[config.mk]
export PLATFORM = sky130hd
export DESIGN_NAME = mul_share_arb_flat
export DESIGN_NICKNAME = d
export VERILOG_FILES = /design/src/rtl/mul_share_arb_pkg.sv /design/src/rtl/mul_share_arb_if.sv /design/src/rtl/mul_share_fifo.sv /design/src/rtl/mul_share_arb.sv /design/src/flat_wrapper.sv
export SDC_FILE = /design/constraint.sdc
export NUM_CORES = 1
export LEC_CHECK = 0
export BUFFER_PORTS_ARGS = -buffer_cell sky130_fd_sc_hd__buf_2
export CAP_MARGIN = 20
export CELL_PAD_IN_SITES_DETAIL_PLACEMENT = 1
export CELL_PAD_IN_SITES_GLOBAL_PLACEMENT = 1
export CORE_ASPECT_RATIO = 1.4
export CORE_MARGIN = 2
export CORE_UTILIZATION = 25
export DETAILED_ROUTE_END_ITERATION = 16
export GPL_ROUTABILITY_DRIVEN = 0
export PLACE_DENSITY = 0.55
export SETUP_SLACK_MARGIN = 0.1
export SLEW_MARGIN = 20
export SYNTH_ARGS = -nofsm -noshare
export SYNTH_HDL_FRONTEND = slang
export SYNTH_SLANG_ARGS = --single-unit
export TNS_END_PERCENT = 30
[constraint.sdc]
create_clock -name clk -period 7.3 [get_ports clk]
set_clock_uncertainty 0.1 [all_clocks]
set_input_delay 1.46 -clock clk [delete_from_list [all_inputs] [get_ports clk]]
set_output_delay 1.46 -clock clk [all_outputs]
set_load 0.005 [all_outputs]
[src/rtl/mul_share_arb_pkg.sv]
// Shared types and widths for the mul_share_arb multiplier-sharing block.
package mul_share_pkg;
    localparam int OPND_W   = 32;
    localparam int PROD_W   = 64;
    localparam int ID_MAX_W = 3;

    function automatic int id_width(input int num_req);
        return (num_req <= 2) ? 1 : $clog2(num_req);
    endfunction

    typedef struct packed {
        logic                valid;
        logic [ID_MAX_W-1:0] id;
    } tag_t;
endpackage

[src/rtl/mul_share_arb_if.sv]
// Bus bundle between requesters, the arbiter, the shared multiplier and the consumer.
interface mul_share_arb_if
    import mul_share_pkg::*;
#(
    parameter int NUM_REQ = 4
);
    localparam int ID_W = id_width(NUM_REQ);

    // Every valid/ready pair transfers on a rising edge where both are high;
    // a producer holds valid and its payload stable until that edge.
    logic [NUM_REQ-1:0]        req_valid;
    logic [NUM_REQ-1:0]        req_ready;
    logic [NUM_REQ*OPND_W-1:0] req_a;
    logic [NUM_REQ*OPND_W-1:0] req_b;
    logic [OPND_W-1:0]         mul_a;
    logic [OPND_W-1:0]         mul_b;
    logic [PROD_W-1:0]         mul_p;
    logic                      rsp_valid;
    logic                      rsp_ready;
    logic [ID_W-1:0]           rsp_id;
    logic [PROD_W-1:0]         rsp_data;

    modport slave (
        input  req_valid, req_a, req_b, mul_p, rsp_ready,
        output req_ready, mul_a, mul_b, rsp_valid, rsp_id, rsp_data
    );

    modport master (
        output req_valid, req_a, req_b, mul_p, rsp_ready,
        input  req_ready, mul_a, mul_b, rsp_valid, rsp_id, rsp_data
    );
endinterface

[src/rtl/mul_share_fifo.sv]
// Synchronous response FIFO; push and pop may coincide even when full.
module mul_share_fifo #(
    parameter int DEPTH = 4,
    parameter int WIDTH = 66,
    parameter int CNT_W = $clog2(DEPTH + 1)
) (
    input  logic             clk,
    input  logic             rst_n,
    input  logic             push,
    input  logic             pop,
    input  logic [WIDTH-1:0] din,
    output logic [WIDTH-1:0] dout,
    output logic [CNT_W-1:0] count,
    output logic             full,
    output logic             empty
);
    localparam int PTR_W = (DEPTH > 1) ? $clog2(DEPTH) : 1;

    logic [WIDTH-1:0] mem [DEPTH];
    logic [PTR_W-1:0] wr_ptr;
    logic [PTR_W-1:0] rd_ptr;
    logic             do_pop;

    assign empty  = (count == '0);
    assign full   = (count == CNT_W'(DEPTH));
    assign do_pop = pop & ~empty;
    // Head is forced to zero when empty so the outputs are clean after reset.
    assign dout   = empty ? '0 : mem[rd_ptr];

    always_ff @(posedge clk) begin
        if (push) begin
            mem[wr_ptr] <= din;
        end
    end

    always_ff @(posedge clk or negedge rst_n) begin
        if (!rst_n) begin
            wr_ptr <= '0;
            rd_ptr <= '0;
            count  <= '0;
        end else begin
            if (push) begin
                wr_ptr <= (wr_ptr == PTR_W'(DEPTH - 1)) ? '0 : wr_ptr + 1'b1;
            end
            if (do_pop) begin
                rd_ptr <= (rd_ptr == PTR_W'(DEPTH - 1)) ? '0 : rd_ptr + 1'b1;
            end
            case ({push, do_pop})
                2'b10:   count <= count + 1'b1;
                2'b01:   count <= count - 1'b1;
                default: count <= count;
            endcase
        end
    end
endmodule

[src/rtl/mul_share_arb.sv]
// Round-robin front end sharing one pipelined 32x32 signed multiplier among requesters.
// Defining MUL_SHARE_ARB_STATS_EN adds the stall_cnt output.
module mul_share_arb
    import mul_share_pkg::*;
#(
    parameter int NUM_REQ    = 4,
    parameter int MUL_LAT    = 2,
    parameter int FIFO_DEPTH = 4
) (
    input  logic           clk,
    input  logic           rst_n,
    mul_share_arb_if.slave bus
`ifdef MUL_SHARE_ARB_STATS_EN
    ,
    output logic [31:0]    stall_cnt
`endif
);
    localparam int ID_W  = id_width(NUM_REQ);
    localparam int CNT_W = $clog2(FIFO_DEPTH + 1);

    logic [ID_W-1:0]        rr_ptr;
    logic [ID_W-1:0]        grant_id;
    logic                   grant_found;
    logic                   credit_ok;
    logic                   accept;
    logic                   land;
    logic                   pop;
    logic [CNT_W-1:0]       fifo_count;
    logic [CNT_W-1:0]       inflight_cnt;
    logic                   fifo_full;
    logic                   fifo_empty;
    logic [ID_W+PROD_W-1:0] fifo_din;
    logic [ID_W+PROD_W-1:0] fifo_dout;
    tag_t                   tags [MUL_LAT+1];
    logic                   unused_tag_bits;

    // Scan downward so the last hit is the first valid index at or after rr_ptr.
    always_comb begin : grant_sel
        int idx;
        grant_found = 1'b0;
        grant_id    = '0;
        idx         = 0;
        for (int k = NUM_REQ - 1; k >= 0; k--) begin
            idx = int'(rr_ptr) + k;
            if (idx >= NUM_REQ) idx = idx - NUM_REQ;
            if (bus.req_valid[idx]) begin
                grant_found = 1'b1;
                grant_id    = ID_W'(idx);
            end
        end
    end

    // Every in-flight op already owns a FIFO slot; a pop this cycle is not counted.
    assign credit_ok = (int'(fifo_count) + int'(inflight_cnt)) < FIFO_DEPTH;
    assign accept    = grant_found & credit_ok;
    assign land      = tags[MUL_LAT].valid;
    assign pop       = bus.rsp_valid & bus.rsp_ready;

    always_comb begin
        bus.req_ready = '0;
        if (accept) bus.req_ready[grant_id] = 1'b1;
    end

    always_ff @(posedge clk or negedge rst_n) begin
        if (!rst_n) begin
            rr_ptr    <= '0;
            bus.mul_a <= '0;
            bus.mul_b <= '0;
        end else if (accept) begin
            rr_ptr    <= (int'(grant_id) == NUM_REQ - 1) ? '0 : grant_id + 1'b1;
            bus.mul_a <= bus.req_a[int'(grant_id)*OPND_W +: OPND_W];
            bus.mul_b <= bus.req_b[int'(grant_id)*OPND_W +: OPND_W];
        end else begin
            bus.mul_a <= '0;
            bus.mul_b <= '0;
        end
    end

    always_ff @(posedge clk or negedge rst_n) begin
        if (!rst_n) begin
            for (int s = 0; s <= MUL_LAT; s++) tags[s] <= '0;
        end else begin
            tags[0].valid <= accept;
            tags[0].id    <= ID_MAX_W'(grant_id);
            for (int s = 1; s <= MUL_LAT; s++) tags[s] <= tags[s-1];
        end
    end

    always_ff @(posedge clk or negedge rst_n) begin
        if (!rst_n) begin
            inflight_cnt <= '0;
        end else begin
            case ({accept, land})
                2'b10:   inflight_cnt <= inflight_cnt + 1'b1;
                2'b01:   inflight_cnt <= inflight_cnt - 1'b1;
                default: inflight_cnt <= inflight_cnt;
            endcase
        end
    end

    assign fifo_din        = {tags[MUL_LAT].id[ID_W-1:0], bus.mul_p};
    assign unused_tag_bits = ^tags[MUL_LAT].id;

    mul_share_fifo #(
        .DEPTH (FIFO_DEPTH),
        .WIDTH (ID_W + PROD_W),
        .CNT_W (CNT_W)
    ) u_fifo (
        .clk   (clk),
        .rst_n (rst_n),
        .push  (land),
        .pop   (pop),
        .din   (fifo_din),
        .dout  (fifo_dout),
        .count (fifo_count),
        .full  (fifo_full),
        .empty (fifo_empty)
    );

    assign bus.rsp_valid = ~fifo_empty;
    assign bus.rsp_id    = fifo_dout[PROD_W +: ID_W];
    assign bus.rsp_data  = fifo_dout[PROD_W-1:0];

    a_no_overflow: assert property (@(posedge clk) disable iff (!rst_n)
        !(land && fifo_full && !pop));

`ifdef MUL_SHARE_ARB_STATS_EN
    always_ff @(posedge clk or negedge rst_n) begin
        if (!rst_n) begin
            stall_cnt <= '0;
        end else if ((|bus.req_valid) && !accept && (stall_cnt != 32'hFFFF_FFFF)) begin
            stall_cnt <= stall_cnt + 1'b1;
        end
    end
`endif
endmodule

[src/flat_wrapper.sv]
// flat-port wrapper written by rule: the top's interface ports become plain ports
module mul_share_arb_flat import mul_share_pkg::*;
#(
    parameter int NUM_REQ    = 4,
    parameter int MUL_LAT    = 2,
    parameter int FIFO_DEPTH = 4
)
  (clk, rst_n, bus_req_valid, bus_req_a, bus_req_b, bus_mul_p, bus_rsp_ready, bus_req_ready, bus_mul_a, bus_mul_b, bus_rsp_valid, bus_rsp_id, bus_rsp_data);
  mul_share_arb_if #(.NUM_REQ(NUM_REQ)) bus_i ();
  input  logic clk;
  input  logic rst_n;
  input wire logic [$bits(bus_i.req_valid)-1:0] bus_req_valid;
  input wire logic [$bits(bus_i.req_a)-1:0] bus_req_a;
  input wire logic [$bits(bus_i.req_b)-1:0] bus_req_b;
  input wire logic [$bits(bus_i.mul_p)-1:0] bus_mul_p;
  input wire logic [$bits(bus_i.rsp_ready)-1:0] bus_rsp_ready;
  output wire logic [$bits(bus_i.req_ready)-1:0] bus_req_ready;
  output wire logic [$bits(bus_i.mul_a)-1:0] bus_mul_a;
  output wire logic [$bits(bus_i.mul_b)-1:0] bus_mul_b;
  output wire logic [$bits(bus_i.rsp_valid)-1:0] bus_rsp_valid;
  output wire logic [$bits(bus_i.rsp_id)-1:0] bus_rsp_id;
  output wire logic [$bits(bus_i.rsp_data)-1:0] bus_rsp_data;
  assign bus_i.req_valid = bus_req_valid;
  assign bus_i.req_a = bus_req_a;
  assign bus_i.req_b = bus_req_b;
  assign bus_i.mul_p = bus_mul_p;
  assign bus_i.rsp_ready = bus_rsp_ready;
  assign bus_req_ready = bus_i.req_ready;
  assign bus_mul_a = bus_i.mul_a;
  assign bus_mul_b = bus_i.mul_b;
  assign bus_rsp_valid = bus_i.rsp_valid;
  assign bus_rsp_id = bus_i.rsp_id;
  assign bus_rsp_data = bus_i.rsp_data;
  mul_share_arb #(.NUM_REQ(NUM_REQ), .MUL_LAT(MUL_LAT), .FIFO_DEPTH(FIFO_DEPTH)) u_core (.clk(clk), .rst_n(rst_n), .bus(bus_i));
endmodule
==> flow_metrics.tcl, run 1 <==
set metrics [dict create \
    status "finished, final reports clean" \
    yosysWarningCount 0 \
    max_freq_mhz 210 \
    wl_met2_mm 23.0 \
    critPathLaunch "bus_req_valid[0]" \
    critPathCaptureType "output pin" \
    drive_gt1_share_pct 47.4 \
    multiInputGateArea_mm2 0.00412 \
    gr-usage-all-layers_pct 15.7 \
    place_hpwl_mm 34.0 \
    start_util_pct 25.1 \
    areaGrowthSynthToFinish_pct 28.8 \
    netlist_area_mm2 0.0147 \
    p_per_area_mw_per_mm2 386 \
    synth_top_family_by_area "multiplexers" \
    clkTransAtPathRegs_ns 0.05 \
    ant_nets 0 \
    first_pass_iters 4 \
    die_width_um 209 \
    worstPathArrival_ns 3.20 \
    cts_max_path_buffers 3 \
    slew_violations 0 \
    core_mm2 0.0583 \
    io_buffers 461 \
    peakVddDrop_v 0.000176 \
    rr_endpoint "u_core.bus.mul_a[13]" \
    hold_viol 0 \
    timing.hold.ws_ns 0.245 \
    cts_buffers 39 \
    synth_enable_flop_cells 264 \
    wl_mm 47.9 \
    grt_overflow 0 \
    fin_area_mm2 0.0189 \
    wl_met3_mm 5.13 \
    die_y_um 291 \
    antenna_found_initial 32 \
    hold_class "reg -> reg" \
    via_per_inst 4.45 \
    setup_viol 0 \
    fillers 6245 \
    async_flop_share_pct 24.4 \
    synth_ff_type "edfxtp_1" \
    yosysTopAreaCell "edfxtp_1" \
    ctsHoldBuffers 0 \
    synth_xor_area_share_pct 0.358 \
    r2r_start "u_core.rr_ptr[1]" \
    required_ns 5.74 \
    worst_pin_slew_ns 1.05 \
    h-tree-depth 2 \
    layout_min_cycle_time_ns 4.76 \
    grt_max_degree 69 \
    grt_setup_unrepaired "false" \
    seqCellArea_mm2 0.0101 \
    grt_first_pass_wirelength_mm 69.6 \
    dieArea_mm2 0.0606 \
    crit_path_end "bus_req_ready[0]" \
    startpoint_type "primary input" \
    wl_met1_mm 18.5 \
    synth.area.top_cells "edfxtp_1, dfrtp_1, mux4_2, mux2i_1, and2_1" \
    synthSimpleGateAreaFrac_pct 3.62 \
    synth_cells 799 \
    finalNetCount 1605 \
    crit_type "in -> out" \
    slew_headroom_pct 30.2 \
    grt_pass1_vias 10300 \
    drt_iter0_drc 338 \
    clkSinkCount 349 \
    highest_layer "met5" \
    vias 9143 \
    maxCapViolCount 0 \
    placed_area_mm2 0.0176 \
    clkLatencyLatePin_ns 0.55 \
    setup_tns_ns 0 \
    synth_adder_area_share_pct 1.38 \
    cts_tree "yes" \
    rows 105 \
    yosysSeqAreaShare_pct 68.6 \
    ys_ff_latch 349 \
    min_period_over_period_pct 65.3 \
    synthMuxAreaShare_pct 19.1 \
    drc 0 \
    wl_per_cell_um 23.3 \
    avgSynthCellArea_um2 18.4 \
    synthesis.nets 1141 \
    cts.repair.resized 0 \
    synth.distinct_cells 35 \
    cp_max_fo 43 \
    netlist.area_leader.share_pct 54.1 \
    rrSetupSlack_ns 4.06 \
    r2r_cells 6 \
    root_buffer "clkbuf_16" \
    p_leak_uw 0.00777 \
    min_delay_path_depth 0 \
    io_pins 462 \
    synth-compound-area-share_pct 3.51 \
    cts_setup_buffers 0 \
]
[how the worst min path moves through the flow]
stage,start,to,slack [ns]
global placement,u_core.tags[4],u_core.fifo_din[64],0.23
floorplan,u_core.tags[4],u_core.fifo_din[64],0.23
global route,u_core.tags[8],u_core.tags[4],0.26
detailed placement,u_core.tags[8],u_core.tags[4],0.24
finish,u_core.tags[8],u_core.tags[4],0.25
CTS,u_core.tags[9],u_core.tags[5],0.25
[cell usage in the layout, fill, tap and decap left out, drive strengths merged]
cell type and instances:
and2 74, xnor2 2, o41ai 1, a211oi 1, mux2i 129, clkinvlp 3, nor3 2, mux4 66
bufinv 4, ha 13, dfrtp 85, a21oi 3, a21o 2, clkinv 17, edfxtp 264, fa 2
o22ai 65, clkbuf 46, inv 17, nand2 5, mux2 2, a31oi 1, buf 473, xor2 4
or3 2, nor2 3, o21ai 4, diode 12, nand2b 2, o22a 1
[layer usage]
metal | global-route usage [%] | vias up
met5 | 0 | -
met4 | 4.41 | 14
met3 | 6.17 | 83
met2 | 26.3 | 409
met1 | 18.7 | 4560
li1 | - | 4077
[worst max-delay path, cell delays in order]
cell     delay [ns]
buf_2          0.13
a21o_1         0.18
a21oi_1        0.17
o22a_4         0.64
inv_1          0.14
ha_1           0.21
and2_1         0.13
buf_2          0.12
[stage by stage]
step / worst slack (ns) / cells / util, % / total power, µW
final: 2.54 / 2054 / 32.4 / 7300
after floorplan: 3.08 / 799 / - / 4510
after global placement: 2.51 / 1971 / 30.1 / 5410
after global routing: 2.30 / 2045 / 32.4 / 7750
after CTS: 2.38 / 2042 / 32.3 / 7490
after detailed placement: 2.49 / 1971 / 30.1 / 5450
[registers in the layout (all words and copies together) (netlist names)]
name and flops:
u_core.rr_ptr 2, u_core.bus.mul_a 32, u_core.inflight_cnt 3, u_core.bus.mul_b 32
u_core.u_fifo.mem 264, u_core.tags 6, u_core.land 1, u_core.fifo_din 2
u_core.u_fifo.rd_ptr 2, u_core.u_fifo.wr_ptr 2, u_core.u_fifo.count 3
[cell families after synthesis]
logic type / count (synthesis)
muxes: 197
buffers and inverters: 66
xor gates and xnor gates: 6
DFF: 349
AOI/OAI and AO/OA: 78
adders and majority gates: 15
and+or+nand+nor: 88
[area by class of cell]
cell class                      count  area share (%)
Multi-Input combinational cell    384            21.8
Timing Repair Buffer              473            12.7
Tap cell                          749            4.96
Clock inverter                     25            1.27
Clock buffer                       46            5.52
Inverter                           16           0.318
Sequential cell                   349            53.2
Antenna cell                       12           0.159
[Yosys cell counts (2+ instances only)]
| cell type | n |
|---|---|
| edfxtp_1 | 264 |
| mux2i_1 | 129 |
| dfrtp_1 | 85 |
| and2_1 | 74 |
| mux4_2 | 66 |
| o22ai_1 | 65 |
| inv_1 | 15 |
| ha_1 | 13 |
| clkbuf_1 | 11 |
| buf_2 | 10 |
| buf_4 | 9 |
| buf_12 | 8 |
| buf_1 | 5 |
| nand2_1 | 4 |
| xor2_1 | 4 |
| a21oi_1 | 3 |
| buf_8 | 3 |
| bufbuf_8 | 3 |
| nor2_1 | 3 |
| o21ai_0 | 3 |
| a21o_1 | 2 |
| fa_1 | 2 |
| mux2_2 | 2 |
| nand2b_1 | 2 |
| nor3_1 | 2 |
| or3_1 | 2 |
| xnor2_1 | 2 |
[power by group]
group | switching [µW] | internal (µW)
Combinational | 1330 | 1210
Clock | 826 | 1170
Sequential | 197 | 2570
(Power assumes the default switching activity.)
==> run 2: changes to the inputs <==
PLACE_DENSITY = 0.57   (was 0.55)
clock period = 4.2 ns   (was 7.3 ns; I/O delays follow)
==> flow_metrics.tcl, run 2 (same netlist as run 1, synthesis figures left out) <==
set metrics [dict create \
    rrSetupSlack_ns 1.24 \
    final_cell_mix "buf_2, edfxtp_1, mux2i_1, dfrtp_1, and2_1" \
    grt_first_pass_wirelength_mm 70.2 \
    wl_met1_mm 18.7 \
    h-tree-depth 2 \
    antenna_found_initial 31 \
    ant_nets 0 \
    cpLargestDelayFamily "flip-flops" \
    crit_type "reg -> out" \
    required_ns 3.26 \
    clkTransAtPathRegs_ns 0.06 \
    grt_max_degree 91 \
    hold_class "in -> async" \
    r2r_start "u_core.inflight_cnt[2]" \
    startpoint_type "flip-flop" \
    rr_endpoint "u_core.bus.mul_a[11]" \
    dieArea_mm2 0.0606 \
    core_mm2 0.0583 \
    wl_mm 48.5 \
    finalNetCount 1614 \
    io_buffers 461 \
    io_pins 462 \
    areaGrowthSynthToFinish_pct 30.7 \
    slowest_delay_ns 0.88 \
    root_buffer "clkbuf_16" \
    worst_pin_slew_ns 0.960 \
    maxCapViolCount 0 \
    setup_viol 0 \
    p_leak_uw 0.00790 \
    vias 9213 \
    cts_max_path_buffers 3 \
    slew_violations 0 \
    wl_met3_mm 5.15 \
    largest_register_ffs 264 \
    layout_min_cycle_time_ns 3.55 \
    grt_setup_unrepaired "false" \
    path_cells "buf_12 -> mux4_2 -> and2_1 -> buf_2" \
    die_y_um 291 \
    drt_iter0_drc 313 \
    clkSinkCount 349 \
    p_per_area_mw_per_mm2 686 \
    ctsHoldBuffers 0 \
    cts_buffers 40 \
    place_hpwl_mm 35.4 \
    critPathCaptureType "output pin" \
    via_per_inst 4.46 \
    regMostFlops "u_core.u_fifo.mem" \
    drc 0 \
    largestRegisters "u_core.u_fifo.mem: 264 flops, u_core.bus.mul_a: 32 flops, u_core.bus.mul_b: 32 flops" \
    hold_viol 0 \
    grt_pass1_vias 10400 \
    cts_tree "yes" \
    setup_slack_ns 0.648 \
    wl_met2_mm 23.6 \
    start_util_pct 25.1 \
    pre_cts_ws_ns 0.961 \
    wl_per_cell_um 23.5 \
    cp_max_fo 30 \
    gr-usage-all-layers_pct 16.0 \
    cts.repair.resized 0 \
    peakVddDrop_v 0.000312 \
    layout_commonest_cell "buf_2" \
    die_width_um 209 \
    rows 105 \
    r2r_cells 7 \
    max_freq_mhz 281 \
    clkLatencyLatePin_ns 0.55 \
    cts_setup_buffers 0 \
    status "finished, final reports clean" \
    first_pass_iters 4 \
    min_period_over_period_pct 84.6 \
    grt_overflow 0 \
    highest_layer "met5" \
    slew_headroom_pct 36.0 \
    setup_tns_ns 0 \
    drive_gt1_share_pct 48.0 \
    cp_slowest_cell "dfrtp_4" \
    worstPathArrival_ns 2.61 \
    path_buf_inv 2 \
]
[run 2: changes by cell type in the layout (fill, tap and decap cells not counted), sizes merged]
cell	before	now
clkbuf	46	45
diode	12	16
clkinvlp	3	1
bufinv	4	8
clkinv	17	15
buf	473	481
[run 2: worst reg2reg max path: stages (launching register included)]
cell and delay (ns):
dfrtp_1 0.41, ha_1 0.30, nor3_1 0.32, o41ai_2 0.19, a31oi_4 0.46, nand2_2 0.46
buf_12 0.35, o22ai_1 0.27
[run 2: power breakdown]
part           switching, µW  total, µW  internal, µW
logic                   2400       4610          2210
clock network           1450       3710          2260
registers                358       4830          4470
[run 2: worst max path at each step]
stage / cells after the start / end / start
final: 4 / bus_rsp_data[9] / u_core.u_fifo.rd_ptr[0]
after global routing: 4 / bus_rsp_data[11] / u_core.u_fifo.rd_ptr[0]
after CTS: 4 / bus_rsp_data[18] / u_core.u_fifo.rd_ptr[0]
after detailed placement: 8 / u_core.bus.mul_b[18] / bus_req_valid[0]
after global placement: 7 / u_core.bus.mul_b[6] / bus_req_valid[0]
after floorplan: 9 / bus_req_ready[1] / bus_req_valid[0]
[run 2: per-layer routing]
metal	track usage (%)	up-vias
met4	4.55	22
met1	18.7	4587
met3	7.08	71
met2	26.4	421
li1	-	4112
met5	0	-
[run 2: final cells by class]
cell class / instances / area [µm²]
Fill cell: 6269 / 39200
Sequential cell: 349 / 10100
Clock buffer: 45 / 1020
Inverter: 16 / 60.1
Tap cell: 749 / 937
Antenna cell: 16 / 40.0
Clock inverter: 25 / 372
Timing Repair Buffer: 481 / 2550
Multi-Input combinational cell: 384 / 4120
[run 2: stage by stage]
stage	cells	hold slack (ns)	cell area [µm²]	total power, µW	util (%)
floorplan	799	0.231	14700	7830	-
global placement	1979	0.234	17700	9590	30.4
detailed placement	1979	0.236	17700	9680	30.4
CTS	2049	0.185	19100	13500	32.8
global route	2053	0.197	19100	13900	32.8
finish	2065	0.173	19200	13100	32.9
==> run 3: changes to the inputs <==
ABC_AREA = 1   (was default)
PLACE_DENSITY = 0.58   (was 0.57)
clock period = 3.6 ns   (was 4.2 ns; I/O delays follow)
==> flow_metrics.tcl, run 3 <==
set metrics [dict create \
    critPathLaunch "u_core.rr_ptr[0]" \
    via_per_inst 4.58 \
    synthesis.nets 2038 \
    multiInputGateArea_mm2 0.00531 \
    yosysMostFrequentCell "nor2_1" \
    worst_pin_slew_ns 0.890 \
    rows 112 \
    wl_per_cell_um 20.3 \
    grt_first_pass_wirelength_mm 89.2 \
    timing.hold.ws_ns 0.157 \
    synth_ff_type "edfxtp_1" \
    peakVddDrop_v 0.000701 \
    rr_endpoint "u_core.bus.mul_b[19]" \
    synth_cells 1696 \
    r2r_start "u_core.rr_ptr[0]" \
    io_buffers 461 \
    synth_common_cells "nor2_1, edfxtp_1, inv_1" \
    avgSynthCellArea_um2 9.88 \
    yosysSeqAreaShare_pct 60.0 \
    wl_mm 60.8 \
    yosysWarningCount 0 \
    required_ns 2.78 \
    max_freq_mhz 306 \
    async_flop_share_pct 24.4 \
    netlist.area_leader.share_pct 47.3 \
    drc 0 \
    slew_violations 0 \
    setup_slack_ns 0.330 \
    fillers 7732 \
    drive_gt1_share_pct 31.1 \
    netlist_area_mm2 0.0168 \
    dieArea_mm2 0.0691 \
    cts_max_path_buffers 3 \
    layout_commonest_cell "buf_2" \
    final_cell_mix "buf_2, nor2_1, edfxtp_1, inv_1, nand2_1" \
    drt_iter0_drc 601 \
    yosysTopAreaCell "edfxtp_1" \
    finalNetCount 2444 \
    path_cells "inv_4 -> nand2_1 -> nand2_1 -> nand2_1 -> nand3_1 -> nand2_1 -> nand2_4 -> nand2_4 -> inv_1 -> ha_1 -> inv_1 -> nor2_1 -> buf_2" \
    status "finished, final reports clean" \
    first_pass_iters 4 \
    p_per_area_mw_per_mm2 907 \
    cpLargestDelayFamily "simple AND/OR/NAND/NOR gates" \
    critPathCaptureType "output pin" \
    die_width_um 223 \
    synth.area.top_cells "edfxtp_1, dfrtp_1, nor2_1, inv_1, nand3_1" \
    setup_tns_ns 0 \
    cts_tree "yes" \
    setup_viol 0 \
    largest_register_ffs 264 \
    slew_headroom_pct 40.7 \
    cts_buffers 38 \
    start_util_pct 25.2 \
    dp.cells 2917 \
    grt_setup_unrepaired "false" \
    largestRegisters "u_core.u_fifo.mem: 264 flops, u_core.bus.mul_a: 32 flops, u_core.bus.mul_b: 32 flops" \
    hold_viol 0 \
    hold_class "in -> async" \
    crit_path_end "bus_req_ready[0]" \
    root_buffer "clkbuf_16" \
    antenna_found_initial 39 \
    slowest_delay_ns 0.49 \
    gr-usage-all-layers_pct 17.1 \
    clkLatencyLatePin_ns 0.54 \
    regMostFlops "u_core.u_fifo.mem" \
    core_mm2 0.0666 \
    p_leak_uw 0.00940 \
    grt_max_degree 135 \
    cts_setup_buffers 0 \
    min_period_over_period_pct 90.8 \
    fin_area_mm2 0.0212 \
    maxCapViolCount 0 \
    worstPathArrival_ns 2.45 \
    layout_min_cycle_time_ns 3.27 \
    synth_enable_flop_cells 264 \
    pre_cts_ws_ns 0.548 \
    startpoint_type "flip-flop" \
    synth.distinct_cells 28 \
    path_common_cell "nand2_1" \
    ant_nets 0 \
    h-tree-depth 2 \
    path_buf_inv 4 \
    die_y_um 310 \
    cp_max_fo 9 \
    ys_ff_latch 349 \
    seqCellArea_mm2 0.0101 \
    r2r_cells 11 \
    grt_pass1_vias 14700 \
    io_pins 462 \
    clkSinkCount 349 \
    clkTransAtPathRegs_ns 0.06 \
    place_hpwl_mm 41.5 \
    grt_overflow 0 \
    crit_type "reg -> out" \
    final_cells 2998 \
    cp_num_cells 13 \
    vias 13700 \
    cp_slowest_cell "dfrtp_2" \
    rrSetupSlack_ns 0.90 \
    placed_area_mm2 0.0199 \
    areaGrowthSynthToFinish_pct 26.5 \
]
==> run 3: cell types whose count changed in the layout (fill, tap and decap cells not counted), sizes merged, moves of 128 or more <==
cell / before / now
a21oi: 3 / 131
inv: 17 / 224
mux2i: 129 / 0
nand2: 5 / 175
nand3: 0 / 200
nor2: 3 / 276
o21ai: 4 / 142
==> run 3: metrics by stage <==
step / total power (µW) / util, %
2_1_floorplan: 12200 / -
4_1_cts: 19700 / 31.8
5_1_grt: 20800 / 31.8
6_report: 19200 / 31.8
3_5_place_dp: 15700 / 30.0
3_3_place_gp: 15400 / 30.0
==> run 3: routing by layer <==
layer | GRT usage (%) | wire length [µm] | vias to the layer above
met5 | 0 | 242 | -
li1 | - | - | 6439
met1 | 20.0 | 24100 | 6690
met3 | 6.75 | 5810 | 127
met4 | 5.85 | 1810 | 40
met2 | 28.6 | 28800 | 448
==> run 3: area by class of cell <==
type                    instances  area share (%)
diodes                         12           0.142
well taps                     855            5.05
inverters                     222            3.95
clock inverters                24            1.02
repair buffers                481            12.6
multi-input cells            1010            25.1
clock buffers                  45            4.71
flip-flops and latches        349            47.5
==> run 3: how the worst min path moves through the flow <==
stage | end | slack, ns
global route | u_core.bus.mul_b[16] | 0.23
floorplan | u_core.fifo_din[64] | 0.23
CTS | u_core.bus.mul_b[16] | 0.20
finish | u_core.bus.mul_b[16] | 0.16
global placement | u_core.tags[7] | 0.24
detailed placement | u_core.land | 0.24
==> run 3: kinds of logic after synthesis <==
| group | count (synthesis) | synth area share [%] |
|---|---|---|
| AOI/OAI and AO/OA | 274 | 9.36 |
| xor gates and xnor gates | 4 | 0.209 |
| adders and majority gates | 15 | 1.21 |
| buffers and inverters | 337 | 8.61 |
| DFF | 349 | 60.0 |
| and+or+nand+nor | 717 | 20.6 |
==> run 3: timing repair <==
| action | 4_1_cts | 5_1_grt |
|---|---|---|
| hold buffers | 0 | 0 |
| setup endpoints to repair | 0 | 4 |
| resized for setup | 0 | 1 |
==> run 3: where the power goes <==
part           switching (µW)  total (µW)  internal [µW]
sequential                257        5460           5200
clock                    1660        3880           2220
combinational            6690        9890           3200
total                    8610       19200          10600
